==> src/rtl/clock_display_driver_if.sv <==
// Time-of-day inputs and multiplexed seven-segment outputs of the clock display driver.
// The master side supplies the time and watches the display; the slave side is the driver.
interface clock_display_if;
  logic [5:0] seconds;
  logic [5:0] minutes;
  logic [5:0] hours;
  logic [5:0] an;
  logic [6:0] seg;
  logic       dp;
  logic       frame_start;

  modport master (
    output seconds, minutes, hours,
    input  an, seg, dp, frame_start
  );

  modport slave (
    input  seconds, minutes, hours,
    output an, seg, dp, frame_start
  );
endinterface

==> src/rtl/clock_display_driver.sv <==
// Six-digit HH:MM:SS multiplexed common-anode display driver with per-frame time snapshot,
// per-field range dashes, optional hours leading-zero blanking and a seconds-rate colon.
module clock_display_driver #(
  parameter int REFRESH_DIV   = 50000,
  parameter bit BLANK_HOUR_LZ = 1'b0
) (
  input  logic            clk,
  input  logic            reset,
  clock_display_if.slave  disp
);
  localparam int PW = (REFRESH_DIV > 2) ? $clog2(REFRESH_DIV) : 1;

  logic [PW-1:0] r_prescaler;
  logic [2:0]    r_digit_idx;
  logic [5:0]    r_snap_sec;
  logic [5:0]    r_snap_min;
  logic [5:0]    r_snap_hr;
  logic [5:0]    r_an;
  logic [6:0]    r_seg;
  logic          r_dp;
  logic          r_frame_start;

  logic          w_tick;
  logic          w_capture;
  logic [5:0]    w_sec_src;
  logic [5:0]    w_value;
  logic [5:0]    w_limit;
  logic [3:0]    w_tens;
  logic [3:0]    w_ones;
  logic [3:0]    w_digit;
  logic [6:0]    w_seg_next;
  logic          w_dp_next;
  logic [5:0]    w_an_next;

  function automatic logic [6:0] f_seg_code(input logic [3:0] d);
    case (d)
      4'd0:    f_seg_code = 7'h40;
      4'd1:    f_seg_code = 7'h79;
      4'd2:    f_seg_code = 7'h24;
      4'd3:    f_seg_code = 7'h30;
      4'd4:    f_seg_code = 7'h19;
      4'd5:    f_seg_code = 7'h12;
      4'd6:    f_seg_code = 7'h02;
      4'd7:    f_seg_code = 7'h78;
      4'd8:    f_seg_code = 7'h00;
      4'd9:    f_seg_code = 7'h10;
      default: f_seg_code = 7'h7F;
    endcase
  endfunction

  assign w_tick    = (r_prescaler == PW'(REFRESH_DIV - 1));
  assign w_capture = (r_digit_idx == 3'd0);
  // Digit 0 shows the live value on the very tick it is being captured.
  assign w_sec_src = w_capture ? disp.seconds : r_snap_sec;

  always_comb begin
    w_value = w_sec_src;
    w_limit = 6'd59;
    case (r_digit_idx)
      3'd0, 3'd1: begin w_value = w_sec_src;  w_limit = 6'd59; end
      3'd2, 3'd3: begin w_value = r_snap_min; w_limit = 6'd59; end
      3'd4, 3'd5: begin w_value = r_snap_hr;  w_limit = 6'd23; end
      default:    begin w_value = 6'd0;       w_limit = 6'd59; end
    endcase
  end

  assign w_tens  = 4'(w_value / 6'd10);
  assign w_ones  = 4'(w_value % 6'd10);
  assign w_digit = r_digit_idx[0] ? w_tens : w_ones;

  always_comb begin
    w_seg_next = f_seg_code(w_digit);
    if (w_value > w_limit) begin
      w_seg_next = 7'h3F;
    end else if (BLANK_HOUR_LZ && (r_digit_idx == 3'd5) && (w_tens == 4'd0)) begin
      w_seg_next = 7'h7F;
    end
  end

  assign w_dp_next = !(((r_digit_idx == 3'd2) || (r_digit_idx == 3'd4)) &&
                       (r_snap_sec <= 6'd59) && !r_snap_sec[0]);

  generate
    for (genvar gi = 0; gi < 6; gi++) begin : g_an
      assign w_an_next[gi] = (r_digit_idx != 3'(gi));
    end
  endgenerate

  always_ff @(posedge clk) begin
    if (reset) begin
      r_prescaler   <= '0;
      r_digit_idx   <= 3'd0;
      r_snap_sec    <= 6'd0;
      r_snap_min    <= 6'd0;
      r_snap_hr     <= 6'd0;
      r_an          <= 6'h3F;
      r_seg         <= 7'h7F;
      r_dp          <= 1'b1;
      r_frame_start <= 1'b0;
    end else begin
      r_frame_start <= 1'b0;
      if (w_tick) begin
        r_prescaler <= '0;
        r_an        <= w_an_next;
        r_seg       <= w_seg_next;
        r_dp        <= w_dp_next;
        r_digit_idx <= (r_digit_idx == 3'd5) ? 3'd0 : r_digit_idx + 3'd1;
        if (w_capture) begin
          r_snap_sec    <= disp.seconds;
          r_snap_min    <= disp.minutes;
          r_snap_hr     <= disp.hours;
          r_frame_start <= 1'b1;
        end
      end else begin
        r_prescaler <= r_prescaler + 1'b1;
      end
    end
  end

  assign disp.an          = r_an;
  assign disp.seg         = r_seg;
  assign disp.dp          = r_dp;
  assign disp.frame_start = r_frame_start;
endmodule

==> src/flat_wrapper.sv <==
// flat-port wrapper written by rule: the top's interface ports become plain ports
module clock_display_driver_flat 
#(
  parameter int REFRESH_DIV   = 50000,
  parameter bit BLANK_HOUR_LZ = 1'b0
)
  (clk, reset, disp_seconds, disp_minutes, disp_hours, disp_an, disp_seg, disp_dp, disp_frame_start);
  clock_display_if disp_i ();
  input  logic clk;
  input  logic reset;
  input wire logic [$bits(disp_i.seconds)-1:0] disp_seconds;
  input wire logic [$bits(disp_i.minutes)-1:0] disp_minutes;
  input wire logic [$bits(disp_i.hours)-1:0] disp_hours;
  output wire logic [$bits(disp_i.an)-1:0] disp_an;
  output wire logic [$bits(disp_i.seg)-1:0] disp_seg;
  output wire logic [$bits(disp_i.dp)-1:0] disp_dp;
  output wire logic [$bits(disp_i.frame_start)-1:0] disp_frame_start;
  assign disp_i.seconds = disp_seconds;
  assign disp_i.minutes = disp_minutes;
  assign disp_i.hours = disp_hours;
  assign disp_an = disp_i.an;
  assign disp_seg = disp_i.seg;
  assign disp_dp = disp_i.dp;
  assign disp_frame_start = disp_i.frame_start;
  clock_display_driver #(.REFRESH_DIV(REFRESH_DIV), .BLANK_HOUR_LZ(BLANK_HOUR_LZ)) u_core (.clk(clk), .reset(reset), .disp(disp_i));
endmodule
==> config.mk <==
export PLATFORM = sky130hd
export DESIGN_NAME = clock_display_driver_flat
export DESIGN_NICKNAME = d
export VERILOG_FILES = /design/src/rtl/clock_display_driver_if.sv /design/src/rtl/clock_display_driver.sv /design/src/flat_wrapper.sv
export SDC_FILE = /design/constraint.sdc
export NUM_CORES = 1
export LEC_CHECK = 0
export CORE_MARGIN = 2
export CORE_UTILIZATION = 60
export DETAILED_ROUTE_END_ITERATION = 10
export PLACE_DENSITY = 0.87
export SETUP_SLACK_MARGIN = 0.2
export SLEW_MARGIN = 20
export SYNTH_ARGS = -nofsm -noshare
export SYNTH_HDL_FRONTEND = slang
export SYNTH_SLANG_ARGS = --single-unit
==> constraint.sdc <==
create_clock -name clk -period 5.1 [get_ports clk]
set_clock_uncertainty 0.05 [all_clocks]
set_input_delay 0.51 -clock clk [delete_from_list [all_inputs] [get_ports clk]]
set_output_delay 0.51 -clock clk [all_outputs]
set_load 0.03 [all_outputs]
==> results of run 1 <==
synth_stat cells, drive strengths merged (4+ instances only):
master / instances
nor2b: 6
xnor2: 6
nand3: 10
a21oi: 33
clkbuf: 13
nor3: 8
ha: 12
inv: 14
nand2b: 5
xor2: 8
nor2: 39
and2: 4
mux2: 4
buf: 6
dfxtp: 52
a31oi: 4
o21ai: 10
nand2: 49
and3: 8
o32ai: 4
nand4: 4
a211oi: 6
path summary, 6_finish.rpt:
check | from | end | depth (start not counted)
worst max-delay path | u_core.r_digit_idx[2]$_SDFFE_PP0N_ | u_core.disp.seg[5]$_SDFFE_PP1N_ | 16
worst min-delay path | u_core.r_snap_min[3]$_SDFFE_PP0P_ | u_core.r_snap_min[3]$_SDFFE_PP0P_ | 2
worst max register to register | u_core.r_digit_idx[2]$_SDFFE_PP0N_ | u_core.disp.seg[5]$_SDFFE_PP1N_ | 16
worst min register to register | u_core.r_snap_min[3]$_SDFFE_PP0P_ | u_core.r_snap_min[3]$_SDFFE_PP0P_ | 2
per-layer routing:
layer  part of all wire  global-route usage
met2               0.49               0.422
met3              0.039              0.0596
met1               0.46               0.329
met4              0.011              0.0635
met5                  0                   0
power breakdown:
part	switching, µW	internal [µW]	total, µW
sequential	1.71	408	409
combinational	65.5	52.4	118
clock	135	148	284
cell type report:
class / instances / area share
clock buffer: 6 / 0.0212
multi-input combinational: 266 / 0.516
timing repair buffer: 37 / 0.105
clock inverter: 2 / 0.0114
sequential: 52 / 0.305
tap: 67 / 0.0245
inverter: 15 / 0.0176
cells by family after synthesis:
logic type                 Yosys count
and+or+nand+nor                    146
AOI/OAI and AO/OA                   88
DFF                                 52
buffers and inverters               34
xor gates and xnor gates            14
adders and majority gates           12
muxes                                6
worst max-delay path, delay by kind of cell, from the launching register on:
family | cells | cell delay (ns)
AO/OA/AOI/OAI | 6 | 1.52
adder cells (fa/ha/maj) | 2 | 0.69
buffers and inverters | 3 | 0.51
flip-flops | 1 | 0.59
AND/OR/NAND/NOR | 5 | 0.83
registers in the layout, indices dropped and copies added (netlist names):
register,count
u_core.disp.an,6
u_core.r_snap_sec,6
u_core.r_digit_idx,3
u_core.r_prescaler,16
u_core.r_snap_hr,6
u_core.disp.frame_start,1
u_core.r_snap_min,6
u_core.disp.seg,7
u_core.disp.dp,1
metrics by stage:
stage	util	hold slack (ns)
floorplan	-	0.380
global placement	0.696	0.390
detailed placement	0.696	0.395
CTS	0.720	0.407
global route	0.719	0.427
finish	0.719	0.406
==> results.md, run 1 <==
- Post-route ant nets: 0
- Design area: between 0.003 and 0.004 mm²
- Post-Synth Simple-Gate Area: 0.243
- Slew @ Worst Pin: about 0.88 ns
- Multi-input gate area in the final layout: ~0.0018 mm²
- Cts hold-fix bufs: 0
- Total negative slack: 0 ns
- Post-Route WL: 6360 µm
- Max-cap violation count: 0
- R2R setup slack: 0.84 ns
- Drt first pass iters: 4
- Post-CTS Setup Inserts: 0
- Die height: about 74 µm
- Pre-CTS setup slack: 0.706 ns
- Clk slew on worst S/H paths: about 0.10 ns
- Critical Path AT: between 4 and 5 ns
- HPWL Detailed: approximately 4600 µm
- Total grt overflow: 0
- Crit start category: register
- Req. time, crit path: around 5.3 ns
- Unrepaired setup endpoints after global routing: no
- Longest Clk Path Bufs: 2
- Critical Path Slowest Stage Cell: dfxtp_1
- Routed vias/inst: approximately 5.8
- Crit-path max FO: 13
- Nets: 409
- Synth area leaders: dfxtp_1, nand2_1, a21oi_1
- Slowest stage delay, CP: 0.59 ns
- Area share of xor/xnor cells in the synthesized design: 0.0413
- Synth area leader: dfxtp_1
- Power Density: approximately 240 mW/mm²
- RD Place Congestion: approximately 0.93
- Fin. max-slew vios: 0
- # rows: 25
- IO Pins: 35
- Yosys warns: 0
- Synth top area share: 0.350
- #FFs+latches synth: 52
- Final hold vios: 0
- Placed Cells: between 400 and 500
- Reg area: 0.00104 mm²
- Asr flop ratio synth: 0
- Commonest non-fill, non-tap cell in the layout: dfxtp_1
- Fin crit period: 4.26 ns
- First-pass GRT wire length: 11100 µm
- Fillcell total: about 370
- Htree depth: 2
- Worst setup EP type: register
- Largest family of logic cells by synthesized area: simple AND/OR/NAND/NOR gates
- Main synth FF type: dfxtp_1
- CP Cell Sequence: nor2b_1 > buf_4 > a221o_2 > clkinv_2 > ha_1 > inv_1 > o21ai_0 > a21oi_1 > o2bb2ai_1 > ha_1 > nor3_1 > and3_1 > a311oi_4 > nor2b_1 > o32ai_1 > nor2_1
- Final period utilization: 0.836
- Seq/Total Area, Yosys: 0.350
- Synthesized cell area: 0.00297 mm²
- Fmax: ~230 MHz
- CTS root buffer: clkbuf_8
- DRC: 0
- IO Port Bufs: 34
- Initial antenna violation count: 0
- Synth-to-layout area growth: 15.0%
- Setup Viol. Count Final: 0
- Vias in the first global route: 2436
- Max-slew headroom: 0.410
- Syn Inst Count: around 350
- Status: finished clean
- Gr usage total: 0.252
- Vias post-DR: ~2600
- Pleak: around 0.0013 µW
- Share of post-route cells with drive strength above 1: 0.108
- Core Box Area: 0.00475 mm²
- Skew-Pair Late Insertion Delay: between 0.3 and 0.4 ns
- Die area: between 0.005 and 0.006 mm²
- Total power: 811 µW
- Number of synthesized flops with an enable pin: 0
- Multiplexer area fraction after synthesis: 0.0244
- Class of the worst hold path: reg -> reg
- Clock sink count: 52
- WL/cell: between 10 and 15 µm
- Starting DRT DRC Count: roughly 130
- Mean post-synth cell area: roughly 8.4 µm²
- Synth Area in Adders: 0.0505
- Gates resized, CTS repair: 0
- Distinct cells, synth: 70
- Post-synthesis compound-gate area fraction: 0.235
- Initial core utilization: 0.625
- Die Span X: roughly 74 µm
- Peak supply drop: 0.224 mV
- Mapped Nets: roughly 380
- Dpl cell area: around 0.0033 mm²
- CP Class: reg -> reg
- Finished Layout Cells: ~450
- Most frequent cells in the layout: dfxtp_1, nand2_1, nor2_1, clkdlybuf4s50_1, a21oi_1
- CTS tree: built
- PnR worst setup slack: ~0.84 ns
- Number of diodes: 0
- Num CTS Buffers: 5
- Largest net degree at the start of global routing: 33
(Power assumes the default switching activity.)
==> inputs of run 2 (changes only) <==
- CORE_UTILIZATION: 60 -> 56
- PLACE_DENSITY: 0.87 -> 0.82
- clock period: 5.1 -> 4.3 ns (I/O delays scaled with it)
==> results.md, run 2 (synthesis gave the netlist of run 1 again) <==
- Fillcell total: 451
- Hold Crit Start: u_core.r_snap_hr[1]$_SDFFE_PP0P_
- Final period utilization: 0.892
- IO Port Bufs: 34
- Critical Path AT: 3.96 ns
- Htree depth: 2
- Reg power frac: 0.526
- First-pass GRT wire length: roughly 11000 µm
- DRC: 0
- Fin crit period: roughly 3.8 ns
- Fmax: 261 MHz
- Power Density: 268 mW/mm²
- Pleak: roughly 0.0013 µW
- Nets: a little over 400
- CTS root buffer: clkbuf_8
- Gates resized, CTS repair: 0
- Unrepaired setup endpoints after global routing: no
- P_sw: around 250 µW
- Core Box Area: between 0.005 and 0.006 mm²
- Max-slew headroom: 0.500
- Peak supply drop: 0.190 mV
- Fin. max-slew vios: 0
- Skew-Pair Late Insertion Delay: approximately 0.31 ns
- Longest Clk Path Bufs: 2
- Dpl cell area: between 0.003 and 0.004 mm²
- Hold EP: u_core.r_snap_hr[1]$_SDFFE_PP0P_
- Number of diodes: 0
- CP Class: in -> reg
- Final hold vios: 0
- Share of post-route cells with drive strength above 1: 0.123
- HPWL Detailed: 4660 µm
- Largest register FFs: 16
- Clk slew on worst S/H paths: approximately 0.10 ns
- Vias post-DR: 2604
- WL/cell: ~14 µm
- # rows: 26
- Drt first pass iters: 5
- IO Pins: 35
- R2R cell count: 15
- Post-CTS Setup Inserts: 0
- Total grt overflow: 0
- Num CTS Buffers: 5
- Most frequent cells in the layout: dfxtp_1, nand2_1, nor2_1, clkdlybuf4s50_1, a21oi_1
- Internal Power: around 670 µW
- R2R setup slack: approximately 0.52 ns
- Commonest non-fill, non-tap cell in the layout: dfxtp_1
- Pre-CTS setup slack: ~0.16 ns
- Design area: about 0.0034 mm²
- Worst flop-to-flop path startpoint: u_core.r_digit_idx[1]$_SDFFE_PP0N_
- Worst hold stages: 2
- Class of the worst hold path: reg -> reg
- Finished Layout Cells: between 400 and 500
- Starting DRT DRC Count: between 100 and 150
- Die area: just under 0.006 mm²
- Slew @ Worst Pin: between 0.7 and 0.8 ns
- Initial antenna violation count: 0
- Total power: around 900 µW
- Die height: around 77 µm
- Synth-to-layout area growth: 16.1%
- Total negative slack: 0 ns
- Net Sw Frac: 0.275
- Post-Route WL: approximately 6500 µm
- Post-route ant nets: 0
- Biggest register: u_core.r_prescaler
- RD Place Congestion: 0.936
- Gr usage total: 0.227
- Die Span X: a little under 80 µm
- Placed Cells: 445
- Req. time, crit path: 4.43 ns
- CTS tree: built
- Status: finished clean
- Routed vias/inst: around 5.7
- Logic pwr share: 0.159
- Crit start category: primary input
- PnR worst setup slack: between 0.4 and 0.5 ns
- Largest net degree at the start of global routing: 33
- Initial core utilization: 0.582
- Cts hold-fix bufs: 0
- R2r endpoint: u_core.disp.seg[1]$_SDFFE_PP1N_
- Max-cap violation count: 0
- Setup Viol. Count Final: 0
- Crit-path max FO: 7
- Worst setup EP type: register
- Power share of the clock group: 0.314
- Vias in the first global route: around 2400
- Clock sink count: 52
run 2: changes by cell type in the layout (fill, tap and decap cells not counted):
cell / delta
dfxtp_1: -1
bufinv_16: -1
inv_8: +1
buf_2: -1
buf_4: +5
inv_6: -1
clkdlybuf4s50_1: +1
clkinvlp_4: +2
clkbuf_1: -1
dfxtp_2: +1
run 2: cell type report:
cell class | count | area, µm² | area share
Clock buffer | 5 | 68.8 | 0.0200
Clock inverter | 3 | 26.3 | 0.00762
Inverter | 15 | 60.1 | 0.0174
Multi-Input combinational cell | 266 | 1760 | 0.511
Sequential cell | 52 | 1040 | 0.302
Tap cell | 70 | 87.6 | 0.0254
Timing Repair Buffer | 42 | 400 | 0.116
run 2: worst max-delay path by stage:
| stage | start | end | slack [ns] | depth (start not counted) |
|---|---|---|---|---|
| floorplan | u_core.r_digit_idx[0]$_SDFFE_PP0N_ | u_core.disp.seg[3]$_SDFFE_PP1N_ | 0.81 | 15 |
| global placement | disp_seconds[4] | u_core.disp.seg[3]$_SDFFE_PP1N_ | 0.28 | 16 |
| detailed placement | disp_seconds[4] | u_core.disp.seg[3]$_SDFFE_PP1N_ | 0.16 | 16 |
| CTS | disp_seconds[4] | u_core.disp.seg[3]$_SDFFE_PP1N_ | 0.49 | 16 |
| global route | disp_seconds[4] | u_core.disp.seg[5]$_SDFFE_PP1N_ | 0.21 | 17 |
| finish | disp_seconds[4] | u_core.disp.seg[1]$_SDFFE_PP1N_ | 0.46 | 16 |
run 2: stage by stage:
| step | hold WS, ns | util |
|---|---|---|
| after floorplan | 0.380 | - |
| after CTS | 0.412 | 0.675 |
| after global placement | 0.393 | 0.656 |
| final | 0.411 | 0.675 |
| after global routing | 0.429 | 0.675 |
| after detailed placement | 0.399 | 0.656 |
run 2: power groups by stage:
stage               clock network (µW)  logic (µW)  registers [µW]
global route                       314         160             486
global placement                     0         139             497
finish                             290         147             486
detailed placement                   0         145             497
floorplan                            0         106             496
CTS                                297         145             486
run 2: per-layer routing:
metal / up-vias / GRT usage / share of wire
li1: 1303 / - / -
met1: 1211 / 0.297 / 0.45
met2: 80 / 0.375 / 0.49
met3: 10 / 0.0376 / 0.045
met4: 0 / 0.0855 / 0.014
met5: - / 0 / 0
run 2: critical path, cell delays in order:
cell	delay, ns
clkdlybuf4s50_1	0.42
mux2_2	0.27
a221o_2	0.44
clkinv_2	0.13
ha_1	0.23
inv_1	0.12
a2111oi_1	0.43
o31ai_2	0.14
nand2_1	0.19
and2_1	0.17
o21ai_2	0.08
a21boi_2	0.22
ha_1	0.27
nor2b_1	0.14
o2bb2ai_1	0.19
a21oi_1	0.09
